==> src/rtl/wb_write_sequencer_pkg.sv <==
// Package: wb_write_sequencer_pkg
// Purpose: shared Y86 constants for the writeback sequencer. Holds the stat codes,
//          the "no register" address, icode constants, the sequencer state enum and a
//          helper that maps a terminating stat onto the status that is latched.
package wb_write_sequencer_pkg;

  // Status codes carried by every pipeline record
  typedef enum logic [2:0] {
    SBUB = 3'd0,
    SAOK = 3'd1,
    SHLT = 3'd2,
    SADR = 3'd3,
    SINS = 3'd4
  } stat_e;

  // Register address meaning "no destination"
  localparam logic [3:0] RNONE = 4'hF;

  // Instruction codes
  localparam logic [3:0] IHALT   = 4'h0;
  localparam logic [3:0] INOP    = 4'h1;
  localparam logic [3:0] IRRMOVQ = 4'h2;
  localparam logic [3:0] IIRMOVQ = 4'h3;
  localparam logic [3:0] IRMMOVQ = 4'h4;
  localparam logic [3:0] IMRMOVQ = 4'h5;
  localparam logic [3:0] IOPQ    = 4'h6;
  localparam logic [3:0] IJXX    = 4'h7;
  localparam logic [3:0] ICALL   = 4'h8;
  localparam logic [3:0] IRET    = 4'h9;
  localparam logic [3:0] IPUSHQ  = 4'hA;
  localparam logic [3:0] IPOPQ   = 4'hB;

  // Sequencer states
  typedef enum logic [1:0] {
    S_FIRST  = 2'd0,
    S_SECOND = 2'd1,
    S_HALTED = 2'd2
  } ws_state_t;

  // SHLT and SADR are kept as-is; anything else that terminates is reported as SINS
  function automatic logic [2:0] final_stat(input logic [2:0] stat);
    if ((stat == SHLT) || (stat == SADR)) begin
      return stat;
    end
    return SINS;
  endfunction

endpackage

==> src/rtl/wb_write_sequencer_if.sv <==
// Interface: wb_write_sequencer_if
// Purpose: bundles the W-stage record, the regfile write port and the status outputs of
//          the writeback sequencer.
// Modports:
//   master - pipeline side: drives the W_* record, observes write port and status
//   slave  - sequencer side: consumes the W_* record, drives write port and status
interface wb_write_sequencer_if #(
  parameter int unsigned DATA_W = 64,
  parameter int unsigned REG_AW = 4,
  parameter int unsigned CNT_W  = 32
);

  // W-stage record
  logic [3:0]        W_icode;
  logic [2:0]        W_stat;
  logic [REG_AW-1:0] W_dstE;
  logic [REG_AW-1:0] W_dstM;
  logic [DATA_W-1:0] W_valE;
  logic [DATA_W-1:0] W_valM;

  // Regfile write port and pipeline control
  logic              rf_we;
  logic [REG_AW-1:0] rf_waddr;
  logic [DATA_W-1:0] rf_wdata;
  logic              W_stall_req;

  // Program status
  logic              halt;
  logic [2:0]        prog_stat;
  logic [CNT_W-1:0]  retire_cnt;

  modport master (
    output W_icode, W_stat, W_dstE, W_dstM, W_valE, W_valM,
    input  rf_we, rf_waddr, rf_wdata, W_stall_req, halt, prog_stat, retire_cnt
  );

  modport slave (
    input  W_icode, W_stat, W_dstE, W_dstM, W_valE, W_valM,
    output rf_we, rf_waddr, rf_wdata, W_stall_req, halt, prog_stat, retire_cnt
  );

endinterface

==> src/rtl/wb_write_sequencer.sv <==
// Module: wb_write_sequencer
// Purpose: drains W-stage records into a single-write-port regfile. A record with two
//          distinct destinations takes two cycles (E first, then M, with W stalled for
//          the first); terminating status freezes the pipeline until reset.
// Ports:
//   clk    - pipeline clock
//   reset  - synchronous, active-high reset
//   bus    - slave modport: W_* record in; rf_we/rf_waddr/rf_wdata, W_stall_req,
//            halt, prog_stat, retire_cnt out
module wb_write_sequencer
  import wb_write_sequencer_pkg::*;
#(
  parameter int unsigned DATA_W = 64,
  parameter int unsigned REG_AW = 4,
  parameter int unsigned CNT_W  = 32
) (
  input  logic                 clk,
  input  logic                 reset,
  wb_write_sequencer_if.slave  bus
);

  localparam logic [REG_AW-1:0] RegNone = '1;

  ws_state_t         r_state;
  ws_state_t         w_state_d;
  logic              r_halt;
  logic [2:0]        r_prog_stat;
  logic [CNT_W-1:0]  r_retire_cnt;

  logic              w_we;
  logic [REG_AW-1:0] w_waddr;
  logic [DATA_W-1:0] w_wdata;
  logic              w_stall;
  logic              w_retire;
  logic              w_terminate;
  logic              w_has_e;
  logic              w_has_m;
  logic              w_unused_icode;

  // icode plays no part in writeback sequencing
  assign w_unused_icode = ^bus.W_icode;

  assign w_has_e = (bus.W_dstE != RegNone);
  assign w_has_m = (bus.W_dstM != RegNone);

  // Next state and write port; idle bus is RNONE/0 so it is always deterministic
  always_comb begin
    w_state_d   = r_state;
    w_we        = 1'b0;
    w_waddr     = RegNone;
    w_wdata     = '0;
    w_stall     = 1'b0;
    w_retire    = 1'b0;
    w_terminate = 1'b0;
    if (!reset) begin
      unique case (r_state)
        S_FIRST: begin
          if (bus.W_stat == SBUB) begin
            w_state_d = S_FIRST;
          end else if (bus.W_stat == SAOK) begin
            w_retire = 1'b1;
            if (w_has_e && w_has_m && (bus.W_dstE != bus.W_dstM)) begin
              // E goes first so valM is the last value written on any overlap
              w_we      = 1'b1;
              w_waddr   = bus.W_dstE;
              w_wdata   = bus.W_valE;
              w_stall   = 1'b1;
              w_retire  = 1'b0;
              w_state_d = S_SECOND;
            end else if (w_has_m) begin
              // Same-register case lands here too: valM wins
              w_we    = 1'b1;
              w_waddr = bus.W_dstM;
              w_wdata = bus.W_valM;
            end else if (w_has_e) begin
              w_we    = 1'b1;
              w_waddr = bus.W_dstE;
              w_wdata = bus.W_valE;
            end
          end else begin
            w_terminate = 1'b1;
            w_state_d   = S_HALTED;
          end
        end
        S_SECOND: begin
          w_we      = 1'b1;
          w_waddr   = bus.W_dstM;
          w_wdata   = bus.W_valM;
          w_retire  = 1'b1;
          w_state_d = S_FIRST;
        end
        S_HALTED: begin
          w_stall = 1'b1;
        end
        default: begin
          w_state_d = S_FIRST;
        end
      endcase
    end
  end

  always_ff @(posedge clk) begin
    if (reset) begin
      r_state      <= S_FIRST;
      r_halt       <= 1'b0;
      r_prog_stat  <= SAOK;
      r_retire_cnt <= '0;
    end else begin
      r_state <= w_state_d;
      if (w_terminate) begin
        r_halt      <= 1'b1;
        r_prog_stat <= final_stat(bus.W_stat);
      end
      if (w_retire) begin
        r_retire_cnt <= r_retire_cnt + CNT_W'(1);
      end
    end
  end

  assign bus.rf_we       = w_we;
  assign bus.rf_waddr    = w_waddr;
  assign bus.rf_wdata    = w_wdata;
  assign bus.W_stall_req = w_stall;
  assign bus.halt        = r_halt;
  assign bus.prog_stat   = r_prog_stat;
  assign bus.retire_cnt  = r_retire_cnt;

endmodule

==> src/flat_wrapper.sv <==
// flat-port wrapper written by rule: the top's interface ports become plain ports
module wb_write_sequencer_flat import wb_write_sequencer_pkg::*;
#(
  parameter int unsigned DATA_W = 64,
  parameter int unsigned REG_AW = 4,
  parameter int unsigned CNT_W  = 32
)
  (clk, reset, bus_W_icode, bus_W_stat, bus_W_dstE, bus_W_dstM, bus_W_valE, bus_W_valM, bus_rf_we, bus_rf_waddr, bus_rf_wdata, bus_W_stall_req, bus_halt, bus_prog_stat, bus_retire_cnt);
  wb_write_sequencer_if #(.DATA_W(DATA_W), .REG_AW(REG_AW), .CNT_W(CNT_W)) bus_i ();
  input  logic clk;
  input  logic reset;
  input wire logic [$bits(bus_i.W_icode)-1:0] bus_W_icode;
  input wire logic [$bits(bus_i.W_stat)-1:0] bus_W_stat;
  input wire logic [$bits(bus_i.W_dstE)-1:0] bus_W_dstE;
  input wire logic [$bits(bus_i.W_dstM)-1:0] bus_W_dstM;
  input wire logic [$bits(bus_i.W_valE)-1:0] bus_W_valE;
  input wire logic [$bits(bus_i.W_valM)-1:0] bus_W_valM;
  output wire logic [$bits(bus_i.rf_we)-1:0] bus_rf_we;
  output wire logic [$bits(bus_i.rf_waddr)-1:0] bus_rf_waddr;
  output wire logic [$bits(bus_i.rf_wdata)-1:0] bus_rf_wdata;
  output wire logic [$bits(bus_i.W_stall_req)-1:0] bus_W_stall_req;
  output wire logic [$bits(bus_i.halt)-1:0] bus_halt;
  output wire logic [$bits(bus_i.prog_stat)-1:0] bus_prog_stat;
  output wire logic [$bits(bus_i.retire_cnt)-1:0] bus_retire_cnt;
  assign bus_i.W_icode = bus_W_icode;
  assign bus_i.W_stat = bus_W_stat;
  assign bus_i.W_dstE = bus_W_dstE;
  assign bus_i.W_dstM = bus_W_dstM;
  assign bus_i.W_valE = bus_W_valE;
  assign bus_i.W_valM = bus_W_valM;
  assign bus_rf_we = bus_i.rf_we;
  assign bus_rf_waddr = bus_i.rf_waddr;
  assign bus_rf_wdata = bus_i.rf_wdata;
  assign bus_W_stall_req = bus_i.W_stall_req;
  assign bus_halt = bus_i.halt;
  assign bus_prog_stat = bus_i.prog_stat;
  assign bus_retire_cnt = bus_i.retire_cnt;
  wb_write_sequencer #(.DATA_W(DATA_W), .REG_AW(REG_AW), .CNT_W(CNT_W)) u_core (.clk(clk), .reset(reset), .bus(bus_i));
endmodule
==> config.mk <==
export PLATFORM = sky130hd
export DESIGN_NAME = wb_write_sequencer_flat
export DESIGN_NICKNAME = d
export VERILOG_FILES = /design/src/rtl/wb_write_sequencer_pkg.sv /design/src/rtl/wb_write_sequencer_if.sv /design/src/rtl/wb_write_sequencer.sv /design/src/flat_wrapper.sv
export SDC_FILE = /design/constraint.sdc
export NUM_CORES = 1
export LEC_CHECK = 0
export CAP_MARGIN = 20
export CORE_ASPECT_RATIO = 0.75
export CORE_MARGIN = 2
export CORE_UTILIZATION = 28
export CTS_CLUSTER_DIAMETER = 40
export CTS_CLUSTER_SIZE = 20
export DETAILED_ROUTE_END_ITERATION = 12
export GPL_TIMING_DRIVEN = 0
export PLACE_DENSITY = 0.83
export SKIP_LAST_GASP = 1
export SLEW_MARGIN = 20
export SYNTH_ARGS = -nofsm -noshare
export SYNTH_HDL_FRONTEND = slang
export SYNTH_SLANG_ARGS = --single-unit
==> constraint.sdc <==
create_clock -name clk -period 2.9 [get_ports clk]
set_clock_uncertainty 0.1 [all_clocks]
set_input_delay 0.58 -clock clk [delete_from_list [all_inputs] [get_ports clk]]
set_output_delay 0.58 -clock clk [all_outputs]
set_load 0.005 [all_outputs]
==> impl_metrics.json <==
{
  "leakagePower_uw": 0.00214,
  "synth-seq-cells": 38,
  "critPathArrivalTime_ns": 2.53,
  "status": "complete, but fails checks",
  "pwr-share-clk": 0.381,
  "path_max_fanout": 10,
  "topRoutingLayerUsed": "met4",
  "slew_violations": 0,
  "synth-xor-area-share": 0.0380,
  "cts_num_sinks": 38,
  "drcViolationCount": 0,
  "synth-main-ff-cell": "dfxtp_1",
  "ys_types": 48,
  "netSwitchingFraction": 0.241,
  "critPathRequiredTime_ns": 2.22,
  "async_flop_share": 0,
  "drive_above_1_share": 0.222,
  "dr.first_iter.drc_count": 255,
  "wl_met2_mm": 7.42,
  "detail_route.vias_per_cell": 5.44,
  "p_seq_frac": 0.367,
  "cp-end-kind": "output pin",
  "r2r_cells": 6,
  "avgSynthCellArea_um2": 8.38,
  "fin_nets": 743,
  "holdBufCountCts": 0,
  "fin_hold_ws_ns": 0.374,
  "fp.coreArea_mm2": 0.00962,
  "yosys_warnings": 0,
  "violations": "setup timing",
  "die_h_um": 90.1,
  "drt_pre_antenna_iters": 5,
  "synthMuxAreaShare": 0.00769,
  "grt_pass1_wl_mm": 22.4,
  "die_w_um": 119,
  "grt-ovfl-total": 0,
  "wl_met3_mm": 1.08,
  "cts_tree": "yes",
  "synth_top_family_by_area": "compound AO/OA/AOI/OAI gates",
  "synth-adder-area-share": 0.00452,
  "dieArea_mm2": 0.0107,
  "crit_type": "in2out",
  "wl_met1_mm": 6.04,
  "hold_end": "u_core.bus.halt$_SDFFE_PP0P_",
  "reg2reg_setup_slack_ns": 0.56,
  "synth-edff-count": 0,
  "yosysSeqAreaShare": 0.275,
  "grt_usage": 0.269,
  "setup_viol": 69,
  "diodes": 0,
  "grt_max_degree": 16,
  "wl_per_cell_um": 20.9,
  "pwr-share-comb": 0.252,
  "syn2layout_area_growth_pct": 103,
  "start_util": 0.288,
  "routed_wl_mm": 15.3,
  "first_global_vias": 3853,
  "fin_util": 0.585,
  "maxCapViolCount": 0,
  "grt_setup_unrepaired": "true",
  "critPathLaunchType": "input port",
  "max_freq_mhz": 312,
  "fin_ws_ns": -0.306,
  "synth_nets": 476,
  "relSlewSlack": 0.564,
  "whs_path_depth": 2,
  "cts.clk_slew.worst_paths_ns": 0.06,
  "htreeDepth": 2,
  "grt_antenna_before_repair": 0,
  "ant_nets": 0,
  "r2r_end": "u_core.bus.retire_cnt[18]$_SDFFE_PP0P_",
  "num_rows": 31,
  "hold_path_startpoint": "u_core.bus.halt$_SDFFE_PP0P_",
  "clk_latency_ns": 0.29,
  "clockBufferDepth": 2,
  "clock-root-buffer": "clkbuf_16",
  "synth-simple-area-share": 0.220,
  "dpl_worst_slack_ns": -1.48,
  "hold_path.class": "reg2reg",
  "place_hpwl_mm": 12.7,
  "finalHoldViolations": 0,
  "place.gp.congestion": 0.999,
  "vias": 3974,
  "ir_drop_uv": 233,
  "r2r-start": "u_core.bus.retire_cnt[3]$_SDFFE_PP0P_",
  "tightest_slew_ns": 0.652,
  "setup_tns_ns": -15.87,
  "io_pins": 251,
  "syn_inst": 330,
  "powerDensity_mw_per_mm2": 259,
  "netlist_area_mm2": 0.00277,
  "internal_power_uw": 1110,
  "numCtsBuffers": 5,
  "place_inst": 708,
  "p_switching_uw": 351,
  "finalNonFillerCells": 730,
  "period_share": 1.11,
  "portBuffers": 246,
  "synth_compound_area_frac": 0.393,
  "fin_crit_ns": 3.21
}
worst max-delay path, cell delays in order:
cell and delay [ns]:
buf_2 0.13, xor2_1 0.19, o41a_1 0.43, o32a_4 0.43
nor2_8 0.13, buf_12 0.14, buf_8 0.12, a22o_1 0.14
dlygate4sd2_1 0.23
routing by layer:
| layer | GRT usage | vias to the layer above |
|---|---|---|
| li1 | - | 1840 |
| met1 | 0.324 | 1871 |
| met2 | 0.453 | 219 |
| met3 | 0.0596 | 44 |
| met4 | 0.132 | 0 |
| met5 | 0 | - |
repair_timing:
| action | in CTS | in global routing |
|---|---|---|
| gates cloned | 2 | 0 |
| resized for setup | 304 | 21 |
| setup endpoints to repair | 70 | 70 |
| pin swaps | 41 | 11 |
| setup buffers | 16 | 4 |
cell usage in the layout (no fill, tap or decap), drive strengths merged, types with 10 or more instances in the layout:
master	instances
a22o	64
nand3	12
nand2	12
nand4	10
o21ai	13
or3	10
inv	10
clkbuf	25
nor2	22
clkdlybuf4s15	15
buf	74
dfxtp	38
clkdlybuf4s50	166
a21oi	27
dlygate4sd2	10
through the flow:
step / power [uW] / area [um^2]
after floorplan: 621 / 2770
after global placement: 892 / 5390
after detailed placement: 898 / 5390
after CTS: 1450 / 5640
after global routing: 1500 / 5630
final: 1460 / 5630
state kept, by name (all words and copies together), names as in the netlist:
register and count:
u_core.bus.prog_stat 3, u_core.bus.retire_cnt 32, u_core.r_state 2, u_core.bus.halt 1
cells by family (layout without fill, tap and decap cells):
family / count (synthesis) / in the layout
adders and majority gates: 1 / 1
muxes: 2 / 2
xor gates and xnor gates: 12 / 12
DFF: 38 / 38
AOI/OAI and AO/OA: 139 / 139
buffers and inverters: 33 / 301
and+or+nand+nor: 105 / 105
layout make-up:
type	instances	area [um^2]
multi-input combinational	259	1960
tap	132	165
fill	874	3990
timing repair buffer	265	2460
buffer	18	104
sequential	38	761
clock inverter	1	5.00
clock buffer	7	143
inverter	10	37.5
power by group through the flow:
stage                     clock [uW]  combinational [uW]  sequential (uW)
after floorplan                    0                76.6              545
after global placement             0                 347              545
after detailed placement           0                 352              545
after CTS                        558                 358              534
after global routing             583                 385              536
final                            556                 367              535
worst max path at each step:
| stage | from | end | slack (ns) | depth (start not counted) |
|---|---|---|---|---|
| after global placement | bus_W_stat[2] | bus_rf_wdata[27] | -1.41 | 7 |
| after CTS | bus_W_dstE[2] | bus_rf_wdata[21] | -0.31 | 11 |
| after global routing | bus_W_dstE[1] | bus_rf_wdata[11] | -0.34 | 9 |
| final | bus_W_dstE[3] | bus_rf_wdata[10] | -0.31 | 9 |
| after detailed placement | bus_W_stat[2] | bus_rf_wdata[30] | -1.48 | 7 |
| after floorplan | bus_W_dstE[1] | bus_rf_wdata[10] | 0.04 | 6 |
synthesized netlist by cell type, types with 4 or more instances:
| cell | n | share of area |
|---|---|---|
| nand2b_1 | 8 | 0.018 |
| nand3_1 | 12 | 0.022 |
| dfxtp_1 | 38 | 0.27 |
| a211oi_1 | 4 | 0.011 |
| clkbuf_1 | 16 | 0.022 |
| xor2_1 | 4 | 0.013 |
| a21o_1 | 5 | 0.014 |
| and4_1 | 8 | 0.025 |
| a22o_1 | 64 | 0.20 |
| nor3_1 | 7 | 0.013 |
| or3_1 | 10 | 0.023 |
| buf_6 | 6 | 0.024 |
| xnor2_1 | 8 | 0.025 |
| o22ai_1 | 4 | 0.0090 |
| o21ai_0 | 12 | 0.022 |
| a211oi_2 | 4 | 0.018 |
| a21oi_1 | 27 | 0.049 |
| nand2_1 | 12 | 0.016 |
| nor2_1 | 21 | 0.028 |
| nand4_1 | 10 | 0.023 |
| inv_1 | 10 | 0.014 |
No activity file was read; power rests on OpenSTA's default activity.
